--- src/rtl/sar_pkg.sv ---
// ============================================================================
// Module      : sar_pkg
// Description : Shared types and default sizing for the SAR controller.
// Revision    : 1.0 - initial release
// ============================================================================
`default_nettype none

package sar_pkg;

    localparam int SAR_NBITS_DEF    = 8;
    localparam int SAR_SAMP_CYC_DEF = 2;

    typedef enum logic [2:0] {
        ST_IDLE   = 3'd0,
        ST_SAMPLE = 3'd1,
        ST_COMP   = 3'd2,
        ST_SETTLE = 3'd3,
        ST_DONE   = 3'd4
    } sar_state_t;

endpackage : sar_pkg

`default_nettype wire

--- src/rtl/sar_if.sv ---
// ============================================================================
// Module      : sar_if
// Description : Control, comparator and result signals of the SAR controller.
// Revision    : 1.0 - initial release
// ============================================================================
`default_nettype none

interface sar_if
    import sar_pkg::*;
#(
    parameter int NBITS = SAR_NBITS_DEF
);
    logic             start;
    logic             comp_p;
    logic             comp_n;
    logic             samp;
    logic             comp_clk;
    logic [NBITS-1:0] dac_p;
    logic [NBITS-1:0] dac_n;
    logic [NBITS-1:0] data;
    logic             valid;
    logic             busy;
    logic             err;

    modport slave (
        input  start, comp_p, comp_n,
        output samp, comp_clk, dac_p, dac_n, data, valid, busy, err
    );

    modport master (
        output start, comp_p, comp_n,
        input  samp, comp_clk, dac_p, dac_n, data, valid, busy, err
    );

endinterface : sar_if

`default_nettype wire

--- src/rtl/sar_ctrl.sv ---
// ============================================================================
// Module      : sar_ctrl
// Description : Successive-approximation ADC sequencer with registered outputs.
// Revision    : 1.0 - initial release
// ============================================================================
`default_nettype none

module sar_ctrl
    import sar_pkg::*;
#(
    parameter int NBITS    = SAR_NBITS_DEF,
    parameter int SAMP_CYC = SAR_SAMP_CYC_DEF
) (
    input  wire logic clk,
    input  wire logic rst_n,
    sar_if.slave      bus
);

    localparam int               IDX_W     = (NBITS > 1) ? $clog2(NBITS) : 1;
    localparam logic [IDX_W-1:0] IDX_MSB   = IDX_W'(NBITS - 1);
    localparam logic [IDX_W-1:0] IDX_ONE   = IDX_W'(1);
    localparam logic [3:0]       SAMP_LAST = 4'(SAMP_CYC - 1);
    localparam logic [NBITS-1:0] CODE_MSB  = {1'b1, {(NBITS-1){1'b0}}};

    sar_state_t       state_q;
    logic [3:0]       cnt_q;
    logic [IDX_W-1:0] idx_q;
    logic [NBITS-1:0] code_q;
    logic [NBITS-1:0] data_q;
    logic             samp_q;
    logic             comp_clk_q;
    logic             valid_q;
    logic             busy_q;
    logic             err_q;

    logic             w_keep;
    logic             w_undecided;
    logic             w_accept;
    logic [IDX_W-1:0] w_idx_dn;

    // A tie on the comparator is treated as "below" so the bit is cleared.
    assign w_keep      = bus.comp_p & ~bus.comp_n;
    assign w_undecided = (bus.comp_p == bus.comp_n);
    assign w_accept    = bus.start && ((state_q == ST_IDLE) || (state_q == ST_DONE));
    assign w_idx_dn    = idx_q - IDX_ONE;

    always_ff @(posedge clk or negedge rst_n) begin
        if (!rst_n) begin
            state_q    <= ST_IDLE;
            cnt_q      <= '0;
            idx_q      <= IDX_MSB;
            code_q     <= '0;
            data_q     <= '0;
            samp_q     <= 1'b0;
            comp_clk_q <= 1'b0;
            valid_q    <= 1'b0;
            busy_q     <= 1'b0;
            err_q      <= 1'b0;
        end else begin
            valid_q <= 1'b0;

            case (state_q)
                ST_IDLE: begin
                    state_q <= ST_IDLE;
                end

                ST_SAMPLE: begin
                    if (cnt_q == SAMP_LAST) begin
                        state_q    <= ST_COMP;
                        cnt_q      <= '0;
                        code_q     <= CODE_MSB;
                        samp_q     <= 1'b0;
                        comp_clk_q <= 1'b1;
                    end else begin
                        cnt_q <= cnt_q + 4'd1;
                    end
                end

                ST_COMP: begin
                    code_q[idx_q] <= w_keep;
                    if (idx_q != '0) begin
                        code_q[w_idx_dn] <= 1'b1;
                    end
                    if (w_undecided) begin
                        err_q <= 1'b1;
                    end
                    comp_clk_q <= 1'b0;
                    state_q    <= ST_SETTLE;
                end

                ST_SETTLE: begin
                    if (idx_q == '0) begin
                        state_q <= ST_DONE;
                        data_q  <= code_q;
                        valid_q <= 1'b1;
                        busy_q  <= 1'b0;
                    end else begin
                        idx_q      <= w_idx_dn;
                        comp_clk_q <= 1'b1;
                        state_q    <= ST_COMP;
                    end
                end

                ST_DONE: begin
                    state_q <= ST_IDLE;
                end

                default: begin
                    state_q    <= ST_IDLE;
                    samp_q     <= 1'b0;
                    comp_clk_q <= 1'b0;
                    busy_q     <= 1'b0;
                end
            endcase

            // Accepting a request overrides the IDLE/DONE defaults above.
            if (w_accept) begin
                state_q    <= ST_SAMPLE;
                cnt_q      <= '0;
                idx_q      <= IDX_MSB;
                code_q     <= '0;
                err_q      <= 1'b0;
                samp_q     <= 1'b1;
                comp_clk_q <= 1'b0;
                busy_q     <= 1'b1;
            end
        end
    end

    assign bus.samp     = samp_q;
    assign bus.comp_clk = comp_clk_q;
    assign bus.dac_p    = code_q;
    assign bus.dac_n    = ~code_q;
    assign bus.data     = data_q;
    assign bus.valid    = valid_q;
    assign bus.busy     = busy_q;
    assign bus.err      = err_q;

endmodule : sar_ctrl

`default_nettype wire

--- src/flat_wrapper.sv ---
// flat-port wrapper written by rule: the top's interface ports become plain ports
module sar_ctrl_flat import sar_pkg::*;
#(
    parameter int NBITS    = SAR_NBITS_DEF,
    parameter int SAMP_CYC = SAR_SAMP_CYC_DEF
)
  (clk, rst_n, bus_start, bus_comp_p, bus_comp_n, bus_samp, bus_comp_clk, bus_dac_p, bus_dac_n, bus_data, bus_valid, bus_busy, bus_err);
  sar_if #(.NBITS(NBITS)) bus_i ();
  input  wire logic clk;
  input  wire logic rst_n;
  input wire logic [$bits(bus_i.start)-1:0] bus_start;
  input wire logic [$bits(bus_i.comp_p)-1:0] bus_comp_p;
  input wire logic [$bits(bus_i.comp_n)-1:0] bus_comp_n;
  output wire logic [$bits(bus_i.samp)-1:0] bus_samp;
  output wire logic [$bits(bus_i.comp_clk)-1:0] bus_comp_clk;
  output wire logic [$bits(bus_i.dac_p)-1:0] bus_dac_p;
  output wire logic [$bits(bus_i.dac_n)-1:0] bus_dac_n;
  output wire logic [$bits(bus_i.data)-1:0] bus_data;
  output wire logic [$bits(bus_i.valid)-1:0] bus_valid;
  output wire logic [$bits(bus_i.busy)-1:0] bus_busy;
  output wire logic [$bits(bus_i.err)-1:0] bus_err;
  assign bus_i.start = bus_start;
  assign bus_i.comp_p = bus_comp_p;
  assign bus_i.comp_n = bus_comp_n;
  assign bus_samp = bus_i.samp;
  assign bus_comp_clk = bus_i.comp_clk;
  assign bus_dac_p = bus_i.dac_p;
  assign bus_dac_n = bus_i.dac_n;
  assign bus_data = bus_i.data;
  assign bus_valid = bus_i.valid;
  assign bus_busy = bus_i.busy;
  assign bus_err = bus_i.err;
  sar_ctrl #(.NBITS(NBITS), .SAMP_CYC(SAMP_CYC)) u_core (.clk(clk), .rst_n(rst_n), .bus(bus_i));
endmodule
--- config.mk ---
export PLATFORM = sky130hd
export DESIGN_NAME = sar_ctrl_flat
export DESIGN_NICKNAME = d
export VERILOG_FILES = /design/src/rtl/sar_pkg.sv /design/src/rtl/sar_if.sv /design/src/rtl/sar_ctrl.sv /design/src/flat_wrapper.sv
export SDC_FILE = /design/constraint.sdc
export NUM_CORES = 1
export LEC_CHECK = 0
export ABC_AREA = 1
export BUFFER_PORTS_ARGS = -buffer_cell sky130_fd_sc_hd__buf_2
export CORE_ASPECT_RATIO = 0.7
export CORE_MARGIN = 3
export CORE_UTILIZATION = 48
export DETAILED_ROUTE_END_ITERATION = 8
export PLACE_DENSITY = 0.79
export SYNTH_ARGS = -nofsm -noshare
export SYNTH_HDL_FRONTEND = slang
export SYNTH_SLANG_ARGS = --single-unit
--- constraint.sdc ---
create_clock -name clk -period 3.1 [get_ports clk]
set_input_delay 0.465 -clock clk [delete_from_list [all_inputs] [get_ports clk]]
set_output_delay 0.465 -clock clk [all_outputs]
set_load 0.02 [all_outputs]
==> results list <==
- VDD sags by at most 528 µV.
- Number of nets still failing antenna checks after routing: 0
- CTS saw 31 sinks.
* Buffer levels on the longest clock path: 2
- Die width: 77.1 µm
* Final wirelength: 3.68 mm
* Required time of the worst setup path: 3.32 ns
- Ranking of synthesized cells by instance count: sky130_fd_sc_hd__nand2_1, sky130_fd_sc_hd__dfrtp_1, sky130_fd_sc_hd__inv_1, sky130_fd_sc_hd__nand3_1, sky130_fd_sc_hd__nor2_1
* Critical path capture point type: flop
- In the final routed layout, each cell accounts on average for 11.9 µm.
- After routing the design area is 1990 µm².
- The first global-routing pass estimated 6.40 mm of wire.
* Count of different cell masters after synthesis: 23
- Standard-cell row count: 17
- The count of cells in the finished layout, fillers not included, comes to 308.
- For this run, design rule violations remaining after detail routing come to 0.
* Pre-CTS worst setup slack: approximately 1.5 ns
- Root Buffer Master: sky130_fd_sc_hd__clkbuf_8
- After clock tree synthesis, the clock-pin slew on the worst setup and hold paths is 0.06 ns.
- Tightest slew margin relative to the limit: a little over half
* Synthesized netlist net count: ~230
* Routed vias/inst: 4.77
- Cell count of the worst reg-to-reg path: 8
* Portion of synthesized cell area occupied by the leading cell type: between 40% and 50%
- The count of buffers added on input and output ports is 33.
- Setup repair after global routing left no endpoint under its margin.
- Grt ovf: 0
- Main synth FF type: sky130_fd_sc_hd__dfrtp_1
- Die Area: 4300 µm²
- Critical path class: flop to flop
* Mean post-synth cell area: 7.65 µm²
- For this run, the register share of the synthesized area comes to 45.9%.
- Max stage delay cell, worst path: sky130_fd_sc_hd__dfstp_2
- First-iteration detailed-routing DRC count: 110
- Fmax: 0.606 GHz
* Post-layout min period: 1.65 ns
- After filler insertion, the fill cell instance count of the layout stands at 324.
* Share of the clock period used by the worst path after layout: 53.2%
- The worst register-to-register path has a setup slack of approximately 1.4 ns.
- Antenna violations before repair: 0
- At the pin with the least slew margin, the transition time is 0.683 ns.
- Maximum number of pins on one net before global-route repair: 32
- CTS tree: yes
- Final core utilization: 60.7%
- STA classifies the critical path startpoint as a flop.
- The number of hold buffers added after CTS was 0.
- DIE HEIGHT: 55.8 µm
- The flow ran to the end, and the final reports show no timing, DRC or antenna violations.
- Post-cts gate resize count: 0
- The clock arrives with 0.00686 ns of skew.
* Class of the most critical hold timing path: input port to async pin
- Area of placed instances: ~1900 µm²
- Count leader, synth: sky130_fd_sc_hd__nand2_1
- Weighted congestion reported at the end of routability-driven placement: approximately 0.9
* Number of global-route vias before repair: 1317
* Post-synth EDFFs: 0
- Walking the worst path, the cells encountered are inv_1, ha_1, inv_1, nor2_1, nand2_1, nand2_1, nand2_1, nand2_1.
- Counting flops and latches in the post-synthesis netlist gives 31.
- Final Slew Violations: 0
* Signal arrival time at the worst endpoint: 1.87 ns
* First-pass iteration count of the detailed router: 4
- Total number of vias: 1470
* Total setup violations reported at the end of the flow: 0
* Insertion delay to the later sink of the worst-skew pair: about 0.28 ns
* Area contributors post-synth: sky130_fd_sc_hd__dfrtp_1, sky130_fd_sc_hd__nand2_1, sky130_fd_sc_hd__nand3_1
* I/O pin total: 34
* Setup TNS: 0 ns
- sky130_fd_sc_hd__dfrtp_1 takes more of the synthesized area than any other cell.
* Final-layout worst hold slack: 0.219 ns
- In this run the worst path has a maximum fanout of 7.
- The initial utilization of the core area, before any placement, comes to approximately 52%.
- Setup Fix Bufs, Post-CTS: 0
- The clock tree synthesis step divided the H-tree into 2 levels.
* Nets: 270
- Antenna diodes: 0
* Placed instance count: 300
* Final Hold Vio Count: 0
* Area of the mapped netlist: 1700 µm²
- In this design, the critical path's most frequently occurring cell is sky130_fd_sc_hd__nand2_1.
- Power density over cell area: approximately 1100 nW/µm²
- Compared with the post-synthesis result, the final layout area differs by 17.0%.
* Tot GR Track Use: approximately a fifth
- YS warnings: 0
- The number of clock buffers added by TritonCTS is 5.
* Share of flip-flops with an asynchronous set or reset: 100%
* Max-cap viol count: 0
* Synthesized instance count: roughly 220
* Leakage power of the design: around 1.1 nW
- Setup ws final: 1.45 ns
* Share of cells above drive strength 1: between 20 and 30%
- Detailed-placement wirelength estimate: 2.79 mm
- PnR Total Power: between 2 and 2.5 mW
- For this run, the slowest stage of the critical path takes 0.58 ns.
- Core area: 3280 µm²
layout make-up:
class                      instances  area [µm²]  share of cell area [%]
clock inverter                     1        5.00                   0.252
clock buffer                       7        76.3                    3.84
multi-input combinational        157         783                    39.4
sequential                        31         779                    39.2
inverter                          32         120                    6.04
timing repair buffer              33         165                    8.31
tap                               47        58.8                    2.96
report_power, final:
part           switching, mW  internal [mW]
clock network          0.140          0.157
logic                  0.811          0.381
registers              0.129          0.568
worst paths after layout:
check                           startpoint                  end
hold reg to reg            u_core.bus.samp      u_core.bus.samp
setup reg to reg           u_core.idx_q[1]  u_core.bus.dac_p[0]
min in group clk           u_core.bus.samp      u_core.bus.samp
setup / recovery           u_core.idx_q[1]  u_core.bus.dac_p[0]
hold / removal                       rst_n       u_core.bus.err
max in group asynchronous            rst_n   u_core.bus.data[5]
sequential cells by signal, indices dropped and copies added (netlist names):
register	flops
u_core.bus.err	1
u_core.bus.busy	1
u_core.idx_q	3
u_core.state_q	3
u_core.bus.comp_clk	1
u_core.bus.data	8
u_core.cnt_q	4
u_core.bus.valid	1
u_core.bus.samp	1
u_core.bus.dac_p	8
cells by family after synthesis:
logic type,synth area share [%]
compound gates,8.98
xor+xnor,0.516
fa+ha+maj,3.68
buf+inv,8.03
flops,45.9
simple gates,32.9
placed cells by master (no fill, tap or decap):
| master | n |
|---|---|
| sky130_fd_sc_hd__nand3_1 | 20 |
| sky130_fd_sc_hd__ha_1 | 5 |
| sky130_fd_sc_hd__a21oi_1 | 6 |
| sky130_fd_sc_hd__clkinv_2 | 1 |
| sky130_fd_sc_hd__inv_2 | 8 |
| sky130_fd_sc_hd__nand2_1 | 74 |
| sky130_fd_sc_hd__o21ai_2 | 8 |
| sky130_fd_sc_hd__nand2_4 | 1 |
| sky130_fd_sc_hd__o22ai_1 | 2 |
| sky130_fd_sc_hd__clkbuf_8 | 5 |
| sky130_fd_sc_hd__nand2_2 | 6 |
| sky130_fd_sc_hd__clkbuf_1 | 2 |
| sky130_fd_sc_hd__nor2_1 | 18 |
| sky130_fd_sc_hd__or2_0 | 1 |
| sky130_fd_sc_hd__nor2_2 | 3 |
| sky130_fd_sc_hd__dfstp_2 | 3 |
| sky130_fd_sc_hd__buf_2 | 33 |
| sky130_fd_sc_hd__clkinv_1 | 1 |
| sky130_fd_sc_hd__nand4_1 | 1 |
| sky130_fd_sc_hd__dfrtp_1 | 28 |
| sky130_fd_sc_hd__inv_1 | 23 |
| sky130_fd_sc_hd__o21ai_1 | 2 |
| sky130_fd_sc_hd__nor2_4 | 3 |
| sky130_fd_sc_hd__o21ai_0 | 6 |
| sky130_fd_sc_hd__xnor2_1 | 1 |
routing by layer:
metal | vias up | GRT usage [%] | share of wire [%]
met1 | 650 | 29.9 | 55
li1 | 771 | - | -
met3 | 7 | 4.85 | 7.3
met5 | - | 0 | 0
met2 | 42 | 24.3 | 37
met4 | 0 | 5.33 | 1.1
critical path: cells and delay by family (launching register included):
kind          cells  cell delay [ns]
buf+inv           2             0.20
flops             1             0.58
simple gates      5             0.41
fa+ha+maj         1             0.40
Power figures use the tool's default switching activity.
